`src/rtl/dmem_arbiter_pkg.sv`:
```
// Shared types and constants for the data-memory arbiter: FSM state encoding,
// requester ids and the saturating increment used by the optional perf counters.
package dmem_arb_pkg;

  typedef enum logic [1:0] {
    IDLE   = 2'd0,
    ACCESS = 2'd1,
    RESP   = 2'd2
  } state_e;

  localparam logic REQ_CPU = 1'b0;
  localparam logic REQ_EXT = 1'b1;

  localparam int MEM_LAT_MAX = 15;
  localparam int CNT_W       = $clog2(MEM_LAT_MAX + 1);

  function automatic logic [31:0] sat_inc32(input logic [31:0] v);
    return (v == 32'hFFFF_FFFF) ? v : v + 32'd1;
  endfunction

endpackage

```
`src/rtl/dmem_arbiter_if.sv`:
```
// Bus bundle between the two requesters, the arbiter and the data memory.
// The slave modport is the arbiter's view; master is the view of the surrounding system.
interface dmem_arbiter_if #(
  parameter int ADDR_W = 64,
  parameter int DATA_W = 64
);
  logic              cpu_req;
  logic              cpu_we;
  logic [ADDR_W-1:0] cpu_addr;
  logic [DATA_W-1:0] cpu_wdata;
  logic              cpu_ack;
  logic [DATA_W-1:0] cpu_rdata;
  logic              cpu_stall;

  logic              ext_req;
  logic              ext_we;
  logic [ADDR_W-1:0] ext_addr;
  logic [DATA_W-1:0] ext_wdata;
  logic              ext_ack;
  logic [DATA_W-1:0] ext_rdata;

  logic              mem_en;
  logic              mem_we;
  logic [ADDR_W-1:0] mem_addr;
  logic [DATA_W-1:0] mem_wdata;
  logic [DATA_W-1:0] mem_rdata;

  modport slave (
    input  cpu_req, cpu_we, cpu_addr, cpu_wdata,
    output cpu_ack, cpu_rdata, cpu_stall,
    input  ext_req, ext_we, ext_addr, ext_wdata,
    output ext_ack, ext_rdata,
    output mem_en, mem_we, mem_addr, mem_wdata,
    input  mem_rdata
  );

  modport master (
    output cpu_req, cpu_we, cpu_addr, cpu_wdata,
    input  cpu_ack, cpu_rdata, cpu_stall,
    output ext_req, ext_we, ext_addr, ext_wdata,
    input  ext_ack, ext_rdata,
    input  mem_en, mem_we, mem_addr, mem_wdata,
    output mem_rdata
  );
endinterface

```
`src/rtl/dmem_arbiter_rr_arbiter2.sv`:
```
// Two-way round-robin pick: a lone requester always wins, a tie goes to the
// requester that was not granted last.
module rr_arbiter2 (
  input  logic cpu_req_i,
  input  logic ext_req_i,
  input  logic last_grant_i,
  output logic gnt_vld_o,
  output logic gnt_id_o
);
  import dmem_arb_pkg::*;

  always_comb begin
    gnt_vld_o = cpu_req_i | ext_req_i;
    gnt_id_o  = REQ_CPU;
    if (cpu_req_i && ext_req_i) begin
      gnt_id_o = ~last_grant_i;
    end else if (ext_req_i) begin
      gnt_id_o = REQ_EXT;
    end
  end
endmodule

```
`src/rtl/dmem_arbiter.sv`:
```
// Shares one fixed-latency data-memory port between the CPU and an EXT loader port.
// Define DMEM_ARB_PERF_EN to add saturating grant/stall performance counters.
module dmem_arbiter #(
  parameter int ADDR_W  = 64,
  parameter int DATA_W  = 64,
  parameter int MEM_LAT = 2
) (
  input  logic                clk,
  input  logic                rst,
  dmem_arbiter_if.slave       bus
`ifdef DMEM_ARB_PERF_EN
  ,
  output logic [31:0]         perf_cpu_grants,
  output logic [31:0]         perf_ext_grants,
  output logic [31:0]         perf_stall_cycles
`endif
);
  import dmem_arb_pkg::*;

  state_e            state_q, state_d;
  logic [CNT_W-1:0]  cnt_q, cnt_d;
  logic              last_q, last_d;
  logic              gnt_id_q, gnt_id_d;
  logic              we_q, we_d;
  logic [ADDR_W-1:0] addr_q, addr_d;
  logic [DATA_W-1:0] wdata_q, wdata_d;
  logic [DATA_W-1:0] cpu_rdata_q, cpu_rdata_d;
  logic [DATA_W-1:0] ext_rdata_q, ext_rdata_d;
  logic              pick_vld, pick_id;
  logic              cpu_stall;

  rr_arbiter2 u_rr (
    .cpu_req_i    (bus.cpu_req),
    .ext_req_i    (bus.ext_req),
    .last_grant_i (last_q),
    .gnt_vld_o    (pick_vld),
    .gnt_id_o     (pick_id)
  );

  always_comb begin
    state_d     = state_q;
    cnt_d       = cnt_q;
    last_d      = last_q;
    gnt_id_d    = gnt_id_q;
    we_d        = we_q;
    addr_d      = addr_q;
    wdata_d     = wdata_q;
    cpu_rdata_d = cpu_rdata_q;
    ext_rdata_d = ext_rdata_q;
    unique case (state_q)
      IDLE: begin
        if (pick_vld) begin
          gnt_id_d = pick_id;
          last_d   = pick_id;
          we_d     = (pick_id == REQ_EXT) ? bus.ext_we    : bus.cpu_we;
          addr_d   = (pick_id == REQ_EXT) ? bus.ext_addr  : bus.cpu_addr;
          wdata_d  = (pick_id == REQ_EXT) ? bus.ext_wdata : bus.cpu_wdata;
          cnt_d    = CNT_W'(MEM_LAT - 1);
          state_d  = ACCESS;
        end
      end
      ACCESS: begin
        // Memory data is valid on the last access cycle; stores keep the old rdata.
        if (cnt_q == '0) begin
          if (!we_q && gnt_id_q == REQ_CPU) cpu_rdata_d = bus.mem_rdata;
          if (!we_q && gnt_id_q == REQ_EXT) ext_rdata_d = bus.mem_rdata;
          state_d = RESP;
        end else begin
          cnt_d = cnt_q - CNT_W'(1);
        end
      end
      RESP:    state_d = IDLE;
      default: state_d = IDLE;
    endcase
  end

  always_ff @(posedge clk or negedge rst) begin
    if (!rst) begin
      state_q     <= IDLE;
      cnt_q       <= '0;
      last_q      <= REQ_EXT;
      gnt_id_q    <= REQ_CPU;
      we_q        <= 1'b0;
      addr_q      <= '0;
      wdata_q     <= '0;
      cpu_rdata_q <= '0;
      ext_rdata_q <= '0;
    end else begin
      state_q     <= state_d;
      cnt_q       <= cnt_d;
      last_q      <= last_d;
      gnt_id_q    <= gnt_id_d;
      we_q        <= we_d;
      addr_q      <= addr_d;
      wdata_q     <= wdata_d;
      cpu_rdata_q <= cpu_rdata_d;
      ext_rdata_q <= ext_rdata_d;
    end
  end

  // Strobes decode straight from the state register so reset drops them asynchronously.
  assign bus.mem_en    = (state_q == ACCESS);
  assign bus.mem_we    = (state_q == ACCESS) & we_q;
  assign bus.mem_addr  = addr_q;
  assign bus.mem_wdata = wdata_q;
  assign bus.cpu_ack   = (state_q == RESP) & (gnt_id_q == REQ_CPU);
  assign bus.ext_ack   = (state_q == RESP) & (gnt_id_q == REQ_EXT);
  assign bus.cpu_rdata = cpu_rdata_q;
  assign bus.ext_rdata = ext_rdata_q;
  assign cpu_stall     = bus.cpu_req & ~bus.cpu_ack;
  assign bus.cpu_stall = cpu_stall;

`ifdef DMEM_ARB_PERF_EN
  logic        grant;
  logic [31:0] cpu_grants_q, ext_grants_q, stall_cycles_q;

  assign grant = (state_q == IDLE) & pick_vld;

  always_ff @(posedge clk or negedge rst) begin
    if (!rst) begin
      cpu_grants_q   <= '0;
      ext_grants_q   <= '0;
      stall_cycles_q <= '0;
    end else begin
      if (grant && pick_id == REQ_CPU) cpu_grants_q <= sat_inc32(cpu_grants_q);
      if (grant && pick_id == REQ_EXT) ext_grants_q <= sat_inc32(ext_grants_q);
      if (cpu_stall) stall_cycles_q <= sat_inc32(stall_cycles_q);
    end
  end

  assign perf_cpu_grants   = cpu_grants_q;
  assign perf_ext_grants   = ext_grants_q;
  assign perf_stall_cycles = stall_cycles_q;
`endif

endmodule

```
`src/flat_wrapper.sv`:
```
// flat-port wrapper written by rule: the top's interface ports become plain ports
module dmem_arbiter_flat import dmem_arb_pkg::*;
#(
  parameter int ADDR_W  = 64,
  parameter int DATA_W  = 64,
  parameter int MEM_LAT = 2
)
  (clk, rst, bus_cpu_req, bus_cpu_we, bus_cpu_addr, bus_cpu_wdata, bus_cpu_ack, bus_cpu_rdata, bus_cpu_stall, bus_ext_req, bus_ext_we, bus_ext_addr, bus_ext_wdata, bus_ext_ack, bus_ext_rdata, bus_mem_en, bus_mem_we, bus_mem_addr, bus_mem_wdata, bus_mem_rdata);
  dmem_arbiter_if #(.ADDR_W(ADDR_W), .DATA_W(DATA_W)) bus_i ();
  input  logic clk;
  input  logic rst;
  input wire logic [$bits(bus_i.cpu_req)-1:0] bus_cpu_req;
  input wire logic [$bits(bus_i.cpu_we)-1:0] bus_cpu_we;
  input wire logic [$bits(bus_i.cpu_addr)-1:0] bus_cpu_addr;
  input wire logic [$bits(bus_i.cpu_wdata)-1:0] bus_cpu_wdata;
  output wire logic [$bits(bus_i.cpu_ack)-1:0] bus_cpu_ack;
  output wire logic [$bits(bus_i.cpu_rdata)-1:0] bus_cpu_rdata;
  output wire logic [$bits(bus_i.cpu_stall)-1:0] bus_cpu_stall;
  input wire logic [$bits(bus_i.ext_req)-1:0] bus_ext_req;
  input wire logic [$bits(bus_i.ext_we)-1:0] bus_ext_we;
  input wire logic [$bits(bus_i.ext_addr)-1:0] bus_ext_addr;
  input wire logic [$bits(bus_i.ext_wdata)-1:0] bus_ext_wdata;
  output wire logic [$bits(bus_i.ext_ack)-1:0] bus_ext_ack;
  output wire logic [$bits(bus_i.ext_rdata)-1:0] bus_ext_rdata;
  output wire logic [$bits(bus_i.mem_en)-1:0] bus_mem_en;
  output wire logic [$bits(bus_i.mem_we)-1:0] bus_mem_we;
  output wire logic [$bits(bus_i.mem_addr)-1:0] bus_mem_addr;
  output wire logic [$bits(bus_i.mem_wdata)-1:0] bus_mem_wdata;
  input wire logic [$bits(bus_i.mem_rdata)-1:0] bus_mem_rdata;
  assign bus_i.cpu_req = bus_cpu_req;
  assign bus_i.cpu_we = bus_cpu_we;
  assign bus_i.cpu_addr = bus_cpu_addr;
  assign bus_i.cpu_wdata = bus_cpu_wdata;
  assign bus_cpu_ack = bus_i.cpu_ack;
  assign bus_cpu_rdata = bus_i.cpu_rdata;
  assign bus_cpu_stall = bus_i.cpu_stall;
  assign bus_i.ext_req = bus_ext_req;
  assign bus_i.ext_we = bus_ext_we;
  assign bus_i.ext_addr = bus_ext_addr;
  assign bus_i.ext_wdata = bus_ext_wdata;
  assign bus_ext_ack = bus_i.ext_ack;
  assign bus_ext_rdata = bus_i.ext_rdata;
  assign bus_mem_en = bus_i.mem_en;
  assign bus_mem_we = bus_i.mem_we;
  assign bus_mem_addr = bus_i.mem_addr;
  assign bus_mem_wdata = bus_i.mem_wdata;
  assign bus_i.mem_rdata = bus_mem_rdata;
  dmem_arbiter #(.ADDR_W(ADDR_W), .DATA_W(DATA_W), .MEM_LAT(MEM_LAT)) u_core (.clk(clk), .rst(rst), .bus(bus_i));
endmodule
```
`config.mk`:
```
export PLATFORM = sky130hd
export DESIGN_NAME = dmem_arbiter_flat
export DESIGN_NICKNAME = d
export VERILOG_FILES = /design/src/rtl/dmem_arbiter_pkg.sv /design/src/rtl/dmem_arbiter_if.sv /design/src/rtl/dmem_arbiter_rr_arbiter2.sv /design/src/rtl/dmem_arbiter.sv /design/src/flat_wrapper.sv
export SDC_FILE = /design/constraint.sdc
export NUM_CORES = 1
export LEC_CHECK = 0
export ABC_AREA = 1
export CAP_MARGIN = 20
export CORE_AREA = 2 2 230 232
export DETAILED_ROUTE_END_ITERATION = 12
export DIE_AREA = 0 0 232 234
export GPL_TIMING_DRIVEN = 1
export HOLD_SLACK_MARGIN = 0.05
export PLACE_DENSITY_LB_ADDON = 0.05
export SLEW_MARGIN = 20
export SYNTH_ARGS = -nofsm -noshare
export SYNTH_HDL_FRONTEND = slang
export SYNTH_HIERARCHICAL = 1
export SYNTH_SLANG_ARGS = --single-unit
```
`constraint.sdc`:
```
create_clock -name clk -period 2.1 [get_ports clk]
set_input_delay 0.315 -clock clk [delete_from_list [all_inputs] [get_ports clk]]
set_output_delay 0.315 -clock clk [all_outputs]
set_load 0.02 [all_outputs]
```
### Word-level counts from Yosys, hierarchy flattened

Index checks and enable logic that the tools add are counted.

* $add $sub $neg: 1
* eq/ne operators: 5
* muxes and demuxes: 11
* bitwise gates (word level): 8
* reductions and logical operators: 12

Operators with widths (count)
* 64-bit two-way mux: 2
* 3-bit AND reduction: 3
* 4-bit two-way mux: 2
* 4-bit case mux with 2 select lines: 1
* 1-bit AND: 4
* 4-bit zero test: 1
* 2-bit two-way mux: 2
* 2-bit by 1-bit inequality test with 1-bit output (second input constant): 2
* 2-bit case mux with 2 select lines: 1
* 2-bit AND reduction: 2
* 4-bit by 1-bit subtractor with 4-bit output (second input constant): 1
* 1-bit logical AND: 3
* 1-bit two-way mux: 3
* 1-bit inverter: 3
* 2-bit by 1-bit == test with 1-bit output (second input constant): 1
* 2-bit == test (second input constant): 1
* 2-bit zero test: 1
* 2-bit inequality test (second input constant): 1
* 2-bit nonzero test: 1
* 1-bit zero test: 1
* 1-bit bitwise OR: 1

* bits in registers: 265
* input bits: 326
* logic and storage cells: 46

### Depth between registers and ports, before layout

* depth after elaboration: 4
* gate-level depth with buffers: 9
* depth with buffers taken out: 7

### By module

Netlist, hierarchy kept.

Modules (own cells, without submodules)
* dmem_arbiter: instances 1, cells each 1363, area an instance 11362.1 µm², sequential area each 6632.6 µm²
* rr_arbiter2: instances 1, cells each 3, area an instance 15.0 µm², sequential area each 0.0 µm²

### Worst setup path after synthesis

Ideal clock, no wire load.

* path type: register -> register
* from: register u_core.last_q
* to: register u_core.wdata_q[0] (netlist: u_core/bus.mem_wdata[0])
* arrival: 1435 ps
* data required time: 1967 ps
* path slack: 532 ps
* cell stages (with the launch flop): 8
* path buffers: 3
* period minus slack after synthesis: 1568 ps
* path through: dfstp_2 > a21oi_1 > buf_2 > buf_2 > buf_2 > nand2_1 > o21ai_0 > o21ai_0

* cells in the longest elaborated chain, start to end: 3

RTL lines
* start, declared: line dmem_arbiter.sv:22 `logic last_q, last_d;`
* start signal, assigned: line dmem_arbiter.sv:91 `last_q <= last_d;`
* 1-bit inverter: line dmem_arbiter_rr_arbiter2.sv:16 `gnt_id_o = ~last_grant_i;`
* 1-bit two-way mux: line dmem_arbiter_rr_arbiter2.sv:15 `if (cpu_req_i && ext_req_i) begin`
* via u_core.pick_id: line dmem_arbiter.sv:29 `logic pick_vld, pick_id;`
* 64-bit two-way mux: line dmem_arbiter.sv:57 `wdata_d = (pick_id == REQ_EXT) ? bus.ext_wdata : bus.cpu_wdata;`
* end signal, assigned: line dmem_arbiter.sv:95 `wdata_q <= wdata_d;`
* end, declared: line dmem_arbiter.sv:26 `logic [DATA_W-1:0] wdata_q, wdata_d;`

The timed path passes the listed nets, and every way through them passes these cells.
A chain may end at the register's enable or synchronous reset.

### Worst setup path in the final report

* from: register u_core.state_q[0]
* to: output bus_cpu_stall

* cells in the longest elaborated chain, start to end: 4

RTL lines
* start, declared: line dmem_arbiter.sv:20 `state_e state_q, state_d;`
* start signal, assigned: line dmem_arbiter.sv:89 `state_q <= state_d;`
* 2-bit == test: line dmem_arbiter.sv:106 `assign bus.cpu_ack = (state_q == RESP) & (gnt_id_q == REQ_CPU);`
* 1-bit AND: line dmem_arbiter.sv:106
* 1-bit inverter: line dmem_arbiter.sv:110 `assign cpu_stall = bus.cpu_req & ~bus.cpu_ack;`
* 1-bit AND: line dmem_arbiter.sv:110
* end, declared: line flat_wrapper.sv:18 `output wire logic [$bits(bus_i.cpu_stall)-1:0] bus_cpu_stall;`

Every way passes these cells.

==> out/summary.txt <==
Max Clk Rate: 0.5021 GHz
Post-synth top flop: dfrtp_1
Crit-path slowest cell: dfrtp_1
Syn Area/Cell: 8.329 um^2
share of the synthesized area in the top cell type: 0.5807
NumNets Final: 2273
most frequent cell after synthesis: nand2_1
Leakage: 9.034 nW
Die W: 232 um
routed vias: 10660
largest net degree at the start of global routing: 113
number of I/O port buffers: 586
CP Launch Type: flop
row cnt: 84
core area: 0.05202 mm^2
dpl cells: 2594
Hold Path Class: in -> async
adder-cell share of the synthesized area: 0.002199
Finished Layout Cells: 2661
Starting Density: 0.2187
status: complete, no violations
Top-Level Pins: 587
CTS root buf: clkbuf_16
Pre-antenna DRT Iters: 5
Slew @ Worst Pin: 0.4831 ns
first-pass GRT wire length: 67.21 mm
Final Cycle Share: 0.9483
CP Capture Type: output port
clock latency on the worst-skew pair: 0.54 ns
number of max-cap violations: 0
ys async rst share: 1.000
DRC: 0
CTS H-tree depth: 2
Synth area leader: dfrtp_1
die area: 0.05429 mm^2
minimum clock period: 1.992 ns
post-CTS setup buffers: 0
top cells by area, synth: dfrtp_1, nand2_1, o21ai_0
Max stage delay on crit path: 0.41 ns
critical path peak fanout: 3
Final Setup Violations: 0
Synth Instances: 1366
Final Skew: 0.02384 ns
Die Height: 234 um
Critical Path, Cell by Cell: inv_2 > nand2_1 > o21ai_0 > inv_1 > dlygate4sd2_1
vias per cell: 4.008
gpl congestion: 0.7769
number of synthesized flops with an enable pin: 0
Routed Antenna Nets: 0
GRT Residual Overflow: 0
slew margin rel.: 0.6780
Post-Route WL: 46.41 mm
Mapped Area: 0.01138 mm^2
wire per inst: 17.44 um
Crit Path Class: reg -> out
number of DRC markers in iteration 0: 492
total CTS buffers: 36
WP data required: 1.78 ns
post-synthesis mux area share: 0
Post-Synth Simple-Gate Area: 0.1397
sequential area share after synthesis: 0.5830
share of cells above drive strength 1: 0.05279
synthesis-to-finish area growth: 70.38%
RSZ-0062 raised after global routing: false
xor/xnor cell area share of the yosys netlist: 0.0007698
initial antenna violation count: 9
Syn. warnings: 6
Slew Limit Fails: 0
register bit total from synthesis: 265
CTS tree: done
most instantiated cells after synthesis: nand2_1, dfrtp_1, o21ai_0, inv_1, o21ai_1
setup tns final: 0 ns
Worst-path clk slew: 0.06 ns
Compound-Gate Fraction of Synth Area: 0.1731
Syn Nets: 1694
Peak VDD IR: 0.5108 mV
All-Layer GR Usage: 0.1658
Final Hold Viols: 0
critical path arrival: 1.68 ns
largest family of logic cells by synthesized area: compound AO/OA/AOI/OAI gates
DP HPWL: 36.09 mm
Cell Pwr Density: 1544 mW/mm^2
library cells used by synthesis: 20
CTS sink count: 265
vias in the first global route: 10570
reg-to-reg slack, setup: 0.34 ns
Max clock buf depth: 3
-- state kept, by name, summed over array words and instances (netlist names) --
register / cells
u_core/gnt_id_q: 1
u_core/state_q: 2
u_core/we_q: 1
u_core/bus.cpu_rdata: 64
u_core/bus.mem_wdata: 64
u_core/bus.ext_rdata: 64
u_core/bus.mem_addr: 64
u_core/last_q: 1
u_core/cnt_q: 4
-- repair_timing --
action / CTS / global route
hold endpoints to repair: 38 / 0
endpoints found under the setup margin: 5 / 1
cloned: 0 / 0
hold buffers: 1 / 0
resized for setup: 6 / 1
-- stage by stage --
stage          worst slack (ns)  utilization  hold slack [ns]  instance area [um^2]  power [mW]
6_report                 0.1085       0.3726           0.2845                 19380       29.94
5_1_grt                 0.01011       0.3725           0.2972                 19380       32.04
4_1_cts                0.005020       0.3726           0.2663                 19380       30.54
3_5_place_dp            0.02772       0.3501           0.2597                 18210       24.22
3_3_place_gp            0.04957       0.3501           0.2645                 18210       24.15
2_1_floorplan            0.5320            -          0.01941                 11380       16.07
-- metal layers --
layer	up-vias	GRT usage	part of all wire
met3	58	0.07381	0.11
met2	373	0.2799	0.48
li1	5448	-	-
met5	-	0	0.0017
met1	4773	0.1903	0.40
met4	12	0.04547	0.017
-- final timing paths --
check                                                            end                                  from  cells past startpoint
worst max-delay path                                   bus_cpu_stall         u_core/state_q[0]$_DFFE_PN0P_                      5
worst min-delay path            u_core/bus.cpu_rdata[47]$_DFFE_PN0P_                                   rst                      2
worst max register to register  u_core/bus.ext_rdata[52]$_DFFE_PN0P_           u_core/cnt_q[0]$_DFFE_PN0P_                      8
worst min register to register  u_core/bus.mem_wdata[40]$_DFFE_PN0P_  u_core/bus.mem_wdata[40]$_DFFE_PN0P_                      2
max in group asynchronous       u_core/bus.mem_wdata[25]$_DFFE_PN0P_                                   rst                      3
min in group clk                u_core/bus.cpu_rdata[37]$_DFFE_PN0P_                     bus_mem_rdata[37]                      3
-- power breakdown --
part | switching, mW | internal [mW]
logic | 8.13 | 6.56
clock network | 2.34 | 3.72
registers | 1.43 | 7.75
-- layout by cell type (no fill, tap or decap) --
| master | n |
|---|---|
| nor2_1 | 9 |
| clkdlybuf4s50_1 | 580 |
| a21oi_4 | 1 |
| nand2_1 | 399 |
| o21ai_0 | 229 |
| clkbuf_8 | 7 |
| xor2_1 | 1 |
| clkbuf_2 | 1 |
| clkbuf_1 | 9 |
| buf_12 | 14 |
| buf_4 | 24 |
| o21ai_1 | 160 |
| a21oi_1 | 2 |
| nand3_1 | 3 |
| or2_1 | 1 |
| nand2_4 | 2 |
| bufinv_16 | 2 |
| o211ai_1 | 1 |
| dlygate4sd3_1 | 1 |
| inv_2 | 2 |
| clkinv_2 | 6 |
| diode_2 | 3 |
| ha_1 | 2 |
| inv_6 | 3 |
| nor2_2 | 1 |
| nor2_4 | 2 |
| dfrtp_1 | 264 |
| buf_8 | 1 |
| clkbuf_16 | 37 |
| dlygate4sd2_1 | 4 |
| inv_1 | 201 |
| dfstp_2 | 1 |
-- critical path: cells and delay by family (launching register included) --
kind | cells | cell delay (ns)
simple gates | 1 | 0.10
buf+inv | 3 | 0.45
flops | 1 | 0.41
compound gates | 1 | 0.17
-- final cells by class --
class | count | area (um^2)
fill | 5365 | 32640
antenna | 3 | 7.507
inverter | 204 | 770.7
clock inverter | 10 | 107.6
multi-input combinational | 813 | 3618
clock buffer | 53 | 1056
sequential | 265 | 6633
tap | 688 | 860.8
timing repair buffer | 625 | 6331
-- cells by family after synthesis --
family,Yosys count
AND/OR/NAND/NOR,417
XOR/XNOR,1
AO/OA/AOI/OAI,393
adder cells (fa/ha/maj),2
flip-flops,265
buffers and inverters,288
(Power assumes the default switching activity.)
